`src/rtl/s7_pkg.sv`:
```
// Shared seven-segment definitions: active-high segment patterns (bit6=g .. bit0=a)
// and the scan-decoder FSM state encoding, used by both decoder and display driver.
package s7_pkg;

    localparam int SEG_W = 7;

    localparam logic [SEG_W-1:0] SEG_0 = 7'h3F;
    localparam logic [SEG_W-1:0] SEG_1 = 7'h06;
    localparam logic [SEG_W-1:0] SEG_2 = 7'h5B;
    localparam logic [SEG_W-1:0] SEG_3 = 7'h4F;
    localparam logic [SEG_W-1:0] SEG_4 = 7'h66;
    localparam logic [SEG_W-1:0] SEG_5 = 7'h6D;
    localparam logic [SEG_W-1:0] SEG_6 = 7'h7D;
    localparam logic [SEG_W-1:0] SEG_7 = 7'h07;
    localparam logic [SEG_W-1:0] SEG_8 = 7'h7F;
    localparam logic [SEG_W-1:0] SEG_9 = 7'h6F;

    typedef enum logic [1:0] {
        ST_IDLE   = 2'd0,
        ST_SETTLE = 2'd1,
        ST_HOLD   = 2'd2
    } state_t;

    // Encode a BCD digit into its active-high segment pattern (blank for 10..15).
    function automatic logic [SEG_W-1:0] seg_pattern(input logic [3:0] digit);
        logic [SEG_W-1:0] pat;
        case (digit)
            4'd0:    pat = SEG_0;
            4'd1:    pat = SEG_1;
            4'd2:    pat = SEG_2;
            4'd3:    pat = SEG_3;
            4'd4:    pat = SEG_4;
            4'd5:    pat = SEG_5;
            4'd6:    pat = SEG_6;
            4'd7:    pat = SEG_7;
            4'd8:    pat = SEG_8;
            4'd9:    pat = SEG_9;
            default: pat = '0;
        endcase
        return pat;
    endfunction

endpackage

```
`src/rtl/s7_seg_decode.sv`:
```
// Combinational seven-segment to BCD decoder. Input is an active-high pattern
// (bit6=g .. bit0=a); bcd_ok drops for any pattern that is not a digit 0..9.
module s7_seg_decode
    import s7_pkg::*;
(
    input  logic [6:0] seg,
    output logic [3:0] bcd,
    output logic       bcd_ok
);

    // Exact-match lookup; anything outside the ten digit shapes is rejected.
    always_comb begin
        bcd    = 4'd0;
        bcd_ok = 1'b1;
        case (seg)
            SEG_0:   bcd = 4'd0;
            SEG_1:   bcd = 4'd1;
            SEG_2:   bcd = 4'd2;
            SEG_3:   bcd = 4'd3;
            SEG_4:   bcd = 4'd4;
            SEG_5:   bcd = 4'd5;
            SEG_6:   bcd = 4'd6;
            SEG_7:   bcd = 4'd7;
            SEG_8:   bcd = 4'd8;
            SEG_9:   bcd = 4'd9;
            default: bcd_ok = 1'b0;
        endcase
    end

endmodule

```
`src/rtl/s7_scan_decoder.sv`:
```
// Reconstructs a multiplexed seven-segment display into a BCD frame.
// Each digit dwell must be stable for SETTLE cycles before it is captured into a
// shadow register; once every digit has been captured the frame is published on
// o_bcd_data with a one-cycle o_valid pulse.
module s7_scan_decoder
    import s7_pkg::*;
#(
    parameter int DIS_NUM        = 6,
    parameter int SETTLE         = 2,
    parameter int SEG_ACTIVE_LOW = 1,
    parameter int SEL_ACTIVE_LOW = 1
)
(
    input  logic                   i_clk,
    input  logic                   i_rst,
    input  logic [6:0]             i_segments,
    input  logic [DIS_NUM-1:0]     i_segments_sel,
    output logic [4*DIS_NUM-1:0]   o_bcd_data,
    output logic                   o_valid,
    output logic                   o_err
);

    localparam int IDX_W = (DIS_NUM > 1) ? $clog2(DIS_NUM) : 1;

    // Idle line levels double as XOR masks that normalise inputs to active-high.
    localparam logic [6:0]         SEG_IDLE = (SEG_ACTIVE_LOW != 0) ? 7'h7F : 7'h00;
    localparam logic [DIS_NUM-1:0] SEL_IDLE = (SEL_ACTIVE_LOW != 0) ? {DIS_NUM{1'b1}}
                                                                     : {DIS_NUM{1'b0}};

    localparam logic [3:0] SETTLE_CNT = 4'(SETTLE);
    // With SETTLE of 1 the first stable cycle is already enough to capture.
    localparam logic       CAP_ON_ENTRY = (SETTLE <= 1);
    localparam state_t     DWELL_STATE  = (SETTLE <= 1) ? ST_HOLD : ST_SETTLE;

    // Position of the single set bit of a one-hot select.
    function automatic logic [IDX_W-1:0] onehot_index(input logic [DIS_NUM-1:0] v);
        logic [IDX_W-1:0] idx;
        idx = '0;
        for (int i = 0; i < DIS_NUM; i++) begin
            if (v[i]) idx = IDX_W'(i);
        end
        return idx;
    endfunction

    logic [6:0]           seg_p0;
    logic [DIS_NUM-1:0]   sel_p0;
    logic [6:0]           seg_n;
    logic [DIS_NUM-1:0]   sel_n;
    logic                 sel_ok;
    logic [IDX_W-1:0]     sel_idx;
    logic [3:0]           dig_bcd;
    logic                 dig_ok;

    state_t               state;
    logic [3:0]           cnt;
    logic [DIS_NUM-1:0]   ref_sel;
    logic [6:0]           ref_seg;
    logic                 changed;
    logic                 settled;
    logic                 capture;
    logic                 cap_ok;

    logic [DIS_NUM-1:0]   mask;
    logic [4*DIS_NUM-1:0] shadow;
    logic                 frame_done;

    // Input stage: register the raw display lines once; reset to the dark/idle levels.
    always_ff @(posedge i_clk or posedge i_rst) begin
        if (i_rst) begin
            seg_p0 <= SEG_IDLE;
            sel_p0 <= SEL_IDLE;
        end else begin
            seg_p0 <= i_segments;
            sel_p0 <= i_segments_sel;
        end
    end

    assign seg_n   = seg_p0 ^ SEG_IDLE;
    assign sel_n   = sel_p0 ^ SEL_IDLE;
    assign sel_ok  = (sel_n != '0) && ((sel_n & (sel_n - 1'b1)) == '0);
    assign sel_idx = onehot_index(sel_n);

    s7_seg_decode u_seg_decode (
        .seg    (seg_n),
        .bcd    (dig_bcd),
        .bcd_ok (dig_ok)
    );

    assign changed = (sel_n != ref_sel) || (seg_n != ref_seg);
    assign settled = ((cnt + 4'd1) == SETTLE_CNT);

    // Capture decision: the cycle on which the current dwell reaches its settle count.
    always_comb begin
        capture = 1'b0;
        case (state)
            ST_IDLE:   capture = sel_ok && CAP_ON_ENTRY;
            ST_SETTLE: capture = sel_ok && (changed ? CAP_ON_ENTRY : settled);
            ST_HOLD:   capture = sel_ok && changed && CAP_ON_ENTRY;
            default:   capture = 1'b0;
        endcase
    end

    assign cap_ok = capture && dig_ok;

    // Dwell tracker: restart on any change of select/segments, hold after capture
    // so a digit is taken at most once per dwell, drop to IDLE on a bad select.
    always_ff @(posedge i_clk or posedge i_rst) begin
        if (i_rst) begin
            state   <= ST_IDLE;
            cnt     <= '0;
            ref_sel <= '0;
            ref_seg <= '0;
        end else begin
            case (state)
                ST_IDLE: begin
                    if (sel_ok) begin
                        state   <= DWELL_STATE;
                        cnt     <= 4'd1;
                        ref_sel <= sel_n;
                        ref_seg <= seg_n;
                    end
                end
                ST_SETTLE: begin
                    if (!sel_ok) begin
                        state <= ST_IDLE;
                        cnt   <= '0;
                    end else if (changed) begin
                        state   <= DWELL_STATE;
                        cnt     <= 4'd1;
                        ref_sel <= sel_n;
                        ref_seg <= seg_n;
                    end else if (settled) begin
                        state <= ST_HOLD;
                        cnt   <= cnt + 4'd1;
                    end else begin
                        cnt <= cnt + 4'd1;
                    end
                end
                ST_HOLD: begin
                    if (!sel_ok) begin
                        state <= ST_IDLE;
                        cnt   <= '0;
                    end else if (changed) begin
                        state   <= DWELL_STATE;
                        cnt     <= 4'd1;
                        ref_sel <= sel_n;
                        ref_seg <= seg_n;
                    end
                end
                default: begin
                    state <= ST_IDLE;
                    cnt   <= '0;
                end
            endcase
        end
    end

    assign frame_done = (mask == {DIS_NUM{1'b1}});

    // Frame assembly: write captured digits into the shadow, publish when every
    // digit is present; a capture on the publishing cycle starts the next frame.
    always_ff @(posedge i_clk or posedge i_rst) begin
        if (i_rst) begin
            mask       <= '0;
            shadow     <= '0;
            o_bcd_data <= '0;
            o_valid    <= 1'b0;
            o_err      <= 1'b0;
        end else begin
            o_valid <= frame_done;
            o_err   <= capture && !dig_ok;
            if (frame_done) begin
                o_bcd_data <= shadow;
            end
            mask <= (frame_done ? {DIS_NUM{1'b0}} : mask) | (cap_ok ? sel_n : {DIS_NUM{1'b0}});
            if (cap_ok) begin
                shadow[4*sel_idx +: 4] <= dig_bcd;
            end
        end
    end

endmodule

```
`config.mk`:
```
export PLATFORM = sky130hd
export DESIGN_NAME = s7_scan_decoder
export DESIGN_NICKNAME = d
export VERILOG_FILES = /design/src/rtl/s7_pkg.sv /design/src/rtl/s7_seg_decode.sv /design/src/rtl/s7_scan_decoder.sv
export SDC_FILE = /design/constraint.sdc
export NUM_CORES = 1
export LEC_CHECK = 0
export BUFFER_PORTS_ARGS = -buffer_cell sky130_fd_sc_hd__buf_2
export CAP_MARGIN = 15
export CORE_ASPECT_RATIO = 1.4
export CORE_MARGIN = 1
export CORE_UTILIZATION = 53
export CTS_CLUSTER_SIZE = 10
export DETAILED_ROUTE_END_ITERATION = 12
export GPL_ROUTABILITY_DRIVEN = 0
export GPL_TIMING_DRIVEN = 0
export HOLD_SLACK_MARGIN = 0.02
export PLACE_DENSITY = 0.78
export SYNTH_ARGS = -nofsm -noshare
export SYNTH_HDL_FRONTEND = slang
export SYNTH_SLANG_ARGS = --single-unit
```
`constraint.sdc`:
```
create_clock -name i_clk -period 2.85 [get_ports i_clk]
set_clock_uncertainty 0.05 [all_clocks]
set_input_delay 0.57 -clock i_clk [delete_from_list [all_inputs] [get_ports i_clk]]
set_output_delay 0.57 -clock i_clk [all_outputs]
set_load 0.01 [all_outputs]
```
== After elaboration in Yosys (flattened, before gate mapping) ==
Cells that the tools add are included.
Widths: inputs -> output; s select.

* Add/sub/neg operators: 3
* Equality and inequality tests: 21
* Shift operators: 2
* Multiplexer cells: 33
* Bitwise operators: 4
* Reductions and logical operators: 15

{| class="wikitable"
|+ Operator list
! operator !! count
|-
| $eq 7x7->1 const B || 7
|-
| $pmux 4 s9 || 1
|-
| $neg 5->34 || 1
|-
| $shift 4x34->24 const A || 1
|-
| $shiftx 4x34->24 || 1
|-
| $mux 6 || 5
|-
| $bwmux 24 || 1
|-
| $mux 7 || 3
|-
| $mux 4 || 5
|-
| $eq 7x3->1 const B || 2
|-
| $pmux 7 s2 || 1
|-
| $mux 2 || 6
|-
| $mux 3 || 4
|-
| $pmux 4 s3 || 1
|-
| $pmux 6 s2 || 1
|-
| $reduce_or 10->1 || 1
|-
| $eq 7x6->1 const B || 1
|-
| $ne 7x7->1 || 1
|-
| $not 7->7 || 1
|-
| $and 6x6->6 || 1
|-
| $eq 6x6->1 const B || 1
|-
| $logic_not 6->1 || 1
|-
| $ne 6x6->1 || 1
|-
| $not 6->6 || 1
|-
| 22 further kinds || 29
|}

* Flip-flop bits (word level): 88

== Logic depth before layout (Yosys ltp) ==
* Depth after elaboration: 10
* Depth in mapped cells: 12
* Depth with buffers taken out: 11

== By module ==
Synthesis repeated with hierarchy kept, for this count alone.

* Cell total of the unflattened synthesis: 408
* Area, all modules: 4172.8 µm²

{| class="wikitable"
|+ By module, submodules not included
! module !! times used !! cells an instance !! area each (µm²) !! sequential area each (µm²)
|-
| s7_scan_decoder || 1 || 376 || 3971.3 || 2218.4
|-
| s7_seg_decode || 1 || 32 || 201.4 || 0.0
|}

== Worst setup path before layout ==
OpenSTA, ideal clock, no wires.

* Path kind: reg-to-reg
* Start point: register sel_p0[2]
* End point: register shadow[10]
* Data arrival time: 2.466 ns
* Data required time: 2.675 ns
* Slack: 0.209 ns
* Cell stages (with the launch flop): 12
* Path buffers: 1
* Clock period less this slack: 2.641 ns
* Cell sequence: dfstp_2 buf_2 inv_1 o21ai_0 nand2_1 nand2_1 inv_1 ha_1 ha_1 nand3_1 nor3_2 mux2_2

* Longest elaborated chain between the ends: 8
* Elaborated cells on any way between the ends: 20
* Classes of those cells: add/sub: 2; eq/ne: 1; shift: 2; mux: 7; bitwise: 2; reduce/logical: 6

{| class="wikitable"
|+ Ends and longest elaborated chain
! item !! line !! source
|-
| from (decl) || s7_scan_decoder.sv:46 || <nowiki>logic [DIS_NUM-1:0] sel_p0;</nowiki>
|-
| from (signal assigned) || s7_scan_decoder.sv:74 || <nowiki>sel_p0 <= i_segments_sel;</nowiki>
|-
| $not 6->6 (no source line) (*) || n/a ||
|-
| $mux 3 or $sub 6x1->6 (tied branches) || s7_scan_decoder.sv:40, s7_scan_decoder.sv:80 ||
|-
| $mux 3 or $and 6x6->6 (tied branches) || s7_scan_decoder.sv:40, s7_scan_decoder.sv:80 ||
|-
| $mux 3 or $logic_not 6->1 (tied branches) || s7_scan_decoder.sv:40, s7_scan_decoder.sv:80 ||
|-
| $mux 3 or $logic_and 1x1->1 (tied branches) || s7_scan_decoder.sv:40, s7_scan_decoder.sv:80 ||
|-
| $neg 5->34 or $logic_and 1x1->1 (tied branches) || s7_scan_decoder.sv:177, s7_scan_decoder.sv:97 ||
|-
| $shiftx 4x34->24, or another cell as far along || s7_scan_decoder.sv:177 || <nowiki>shadow[4*sel_idx +: 4] <= dig_bcd;</nowiki>
|-
| $bwmux 24 or $logic_and 1x1->1 (tied branches) || s7_scan_decoder.sv:177, s7_scan_decoder.sv:103 ||
|-
| to (signal, indexed assignment) || s7_scan_decoder.sv:177 ||
|-
| to (decl) || s7_scan_decoder.sv:64 || <nowiki>logic [4*DIS_NUM-1:0] shadow;</nowiki>
|}

Mark *: on every way between the ends. The rest lies on a longest branch, timed or not.
A chain may end at the register's enable or synchronous reset.

== Worst setup path in the final report ==
* Start point: register sel_p0[5]
* End point: register shadow[15]

* Longest elaborated chain between the ends: 8
* Elaborated cells on any way between the ends: 17
* Classes of those cells: add/sub: 2; eq/ne: 1; shift: 2; mux: 4; bitwise: 2; reduce/logical: 6

{| class="wikitable"
|+ Ends and longest elaborated chain
! item !! line !! source
|-
| $not 6->6 (no source line) (*) || n/a ||
|-
| $sub 6x1->6 || s7_scan_decoder.sv:80 || <nowiki>assign sel_ok = (sel_n != '0) && ((sel_n & (sel_n - 1'b1)) == '0);</nowiki>
|-
| $and 6x6->6 || s7_scan_decoder.sv:80 ||
|-
| $logic_not 6->1 || s7_scan_decoder.sv:80 ||
|-
| $logic_and 1x1->1 || s7_scan_decoder.sv:80 ||
|-
| $logic_and 1x1->1 || s7_scan_decoder.sv:97 || <nowiki>ST_SETTLE: capture = sel_ok && (changed ? CAP_ON_ENTRY : settled);</nowiki>
|-
| $mux 1 || s7_scan_decoder.sv:95 || <nowiki>case (state)</nowiki>
|-
| $logic_and 1x1->1 || s7_scan_decoder.sv:103 || <nowiki>assign cap_ok = capture && dig_ok;</nowiki>
|}

Marks and branches as above.

==> summary.md <==
| Metric | Value |
|---|---|
| Status | completed |
| Leakage | 2.23 nW |
| Commonest non-fill, non-tap cells in the layout | 75 x dfrtp_1, 44 x buf_2, 43 x mux2_2 |
| Yosys cell types | 48 |
| Routed WL | 7.79 mm |
| Finish-stage setup viols | 0 |
| CP Max Fanout | 8 |
| Max incr delay on CP | about 550 ps |
| Routed via count | 2712 |
| Clk_lat worst skew | 360 ps |
| Commonest non-fill, non-tap cell in the layout | dfrtp_1 |
| Fraction of registers with async set or reset after synthesis | 1.00 |
| Overall Power | 2.84 mW |
| Pin count of the biggest net entering global routing | 39 |
| Kind of start point of the critical path | flop |
| Starting density of the core | 0.545 |
| Clk slew on worst S/H paths | 100 ps |
| Area grow syn2layout | 16.7% |
| Fin crit share | 0.999 |
| Max Cap Violations | 0 |
| Post-Syn Nets | 360 |
| Syn_area_per_cell | 11.9 um2 |
| Slew Viols, Final | 0 |
| Setup CP Type | reg2reg |
| Vias in the first global route | ~2700 |
| HP Class | in2async |
| Rows | 37 |
| Cts hold-fix bufs | 0 |
| Period minus WS final | 2850 ps |
| Arr. time, crit path | 3050 ps |
| Ys flop type | dfrtp_1 |
| Reg2Reg Setup Slack | 3 ps |
| FMAX | ~350 MHz |
| Final Hold Viols | 0 |
| CTS Sinks | 88 |
| Dpl hpwl | 5.51 mm |
| Delay-heaviest family, CP | simple AND/OR/NAND/NOR gates |
| Max clock buf depth | 2 |
| ANT cells | 0 |
| Post-Synthesis Cell Area | 4010 um2 |
| RR Startpoint | sel_p0[5] |
| Die W | 75.5 um |
| Vias per cell | approximately 5.5 |
| TritonCTS clock tree | built |
| H-tree levels | 3 |
| IO buf count | 40 |
| FILL cells | approximately 550 |
| Drt first-iter violations | approximately 190 |
| RSZ-0062 raised after global routing | yes |
| Residual DRC count | 0 |
| Bufs and invs on worst path | 2 |
| CP max stage cell | or4_4 |
| Nets | ~400 |
| Crit path required time | 3050 ps |
| Crit-path cells | buf_2 -> xor2_2 -> nand4_1 -> or4_4 -> nor4b_4 -> buf_4 -> nand4_2 -> mux2_1 |
| Detail Route Antenna Nets | 0 |
| Total GRT Usage | 0.209 |
| Worst vdd ir | 0.000317 V |
| Seq cells post-synth | 88 |
| Worst setup EP type | flop |
| Synth Instances | 337 |
| R2r endpoint | shadow[15] |
| Die footprint | 7930 um2 |
| First-pass GRT wire length | 12.4 mm |
| Ports | 41 |
| Die Ht | 105 um |
| EDFF count, synth | 0 |
| CTS Buf Count | 9 |
| Pwr Density | ~610 nW/um2 |
| R2R cell count | 8 |
| Slew of the pin with the lowest slew margin | 635 ps |
| Post-synthesis sequential area ratio | 0.553 |
| Layout cells sized above 1 | 0.376 |
| Yosys warnings | 0 |
| Fin Setup TNS | 0 ps |
| Relative slew slack | 0.574 |
| CTS root buffer | clkbuf_8 |
| GR Overflow Total | 0 |
| Drt pass-1 iters | 4 |
| Core Region | 7360 um2 |
| Initial antenna violation count | 0 |
| Routed len/inst | 15.9 um |
==> worst reg2reg max path, cell delays in order (launching register included) <==
cell and delay [ps]:
dfstp_2 520, buf_2 220, xor2_2 210, nand4_1 180
or4_4 550, nor4b_4 280, buf_4 190, nand4_2 190
mux2_1 360
==> layer usage <==
metal / track usage / vias to the layer above / share of wire
met5: 0 / - / 0
met4: 0.0886 / 0 / 0.018
met3: 0.0501 / 10 / 0.031
met2: 0.327 / 49 / 0.51
met1: 0.274 / 1361 / 0.44
li1: - / 1292 / -
==> metrics by stage <==
step	area, um2	util	worst slack, ps	cells	hold WS (ps)
finish	4680	0.636	2.93	491	210
global route	4680	0.636	-65.5	491	224
CTS	4610	0.626	26.8	493	209
detailed placement	4380	0.595	-136	476	430
global placement	4340	0.589	-111	474	430
floorplan	4020	-	209	337	409
==> sequential cells by signal, summed over array words and instances, names as in the netlist <==
name / cells
sel_p0: 6
o_bcd_data: 24
state: 2
ref_sel: 6
seg_p0: 7
shadow: 24
o_valid: 1
o_err: 1
ref_seg: 7
cnt: 4
mask: 6
==> how the worst max path moves through the flow <==
stage | slack (ps) | from | to | cells past startpoint
after detailed placement | -140 | sel_p0[2] | shadow[10] | 12
after CTS | 30 | sel_p0[2] | shadow[9] | 11
after global placement | -110 | sel_p0[2] | shadow[10] | 12
after floorplan | 210 | sel_p0[2] | shadow[10] | 11
after global routing | -70 | sel_p0[5] | shadow[7] | 8
final | 3 | sel_p0[5] | shadow[15] | 8
==> final cells by class <==
type / instances / area (um2) / share of cell area
flip-flops and latches: 88 / 2220 / 0.474
multi-input cells: 217 / 1760 / 0.377
repair buffers: 46 / 270 / 0.0578
clock buffers: 9 / 124 / 0.0265
well taps: 97 / 121 / 0.0259
clock inverters: 7 / 71.3 / 0.0152
inverters: 17 / 67.6 / 0.0144
plain buffers: 10 / 42.5 / 0.00909
==> Yosys cell counts, drive strengths merged, types with 2 or more instances <==
cell     count  area, um2
xor2        13        114
nand2       13       48.8
ha           8        100
and2         2       12.5
a211oi       2       15.0
nor2        27        101
mux2        46        518
nor4         3       18.8
nand3b       3       22.5
nor2b        2       12.5
o2bb2ai      2       17.5
nand4        8       62.6
o22ai        6       37.5
a21o         2       15.0
or4          2       18.8
nor3b        2       15.0
a2bb2oi      2       17.5
clkbuf       6       22.5
o21ai        9       45.0
o211ai       3       22.5
mux2i        2       20.0
nand2b       5       31.3
a21oi       17       85.1
nor3         9       50.1
dfrtp       75       1880
nand3        6       30.0
and4         2       17.5
dfstp       13        342
or2          3       18.8
nand4b       7       82.6
buf          9       45.0
o31ai        3       27.5
inv         17       63.8
==> where the power goes <==
group,total (mW),internal (mW),switching (mW),leakage (nW)
clock,0.841,0.342,0.498,0.0931
combinational,0.523,0.206,0.316,0.993
sequential,1.48,1.37,0.110,1.15
total,2.84,1.92,0.925,2.23
==> logic make-up after synthesis <==
kind of cell / after synthesis / share of synthesized area
DFF: 88 / 0.553
muxes: 48 / 0.134
AOI/OAI and AO/OA: 50 / 0.0795
xor gates and xnor gates: 14 / 0.0306
adders and majority gates: 8 / 0.0250
buffers and inverters: 32 / 0.0327
and+or+nand+nor: 97 / 0.145
==> what timing repair did <==
| item | 4_1_cts | 5_1_grt |
|---|---|---|
| endpoints found under the hold margin | 0 | 0 |
| pin swaps | 2 | 3 |
| endpoints found under the setup margin | 14 | 40 |
| resized for setup | 7 | 10 |
| buffers inserted | 1 | 3 |
No activity file was read; power rests on OpenSTA's default activity.
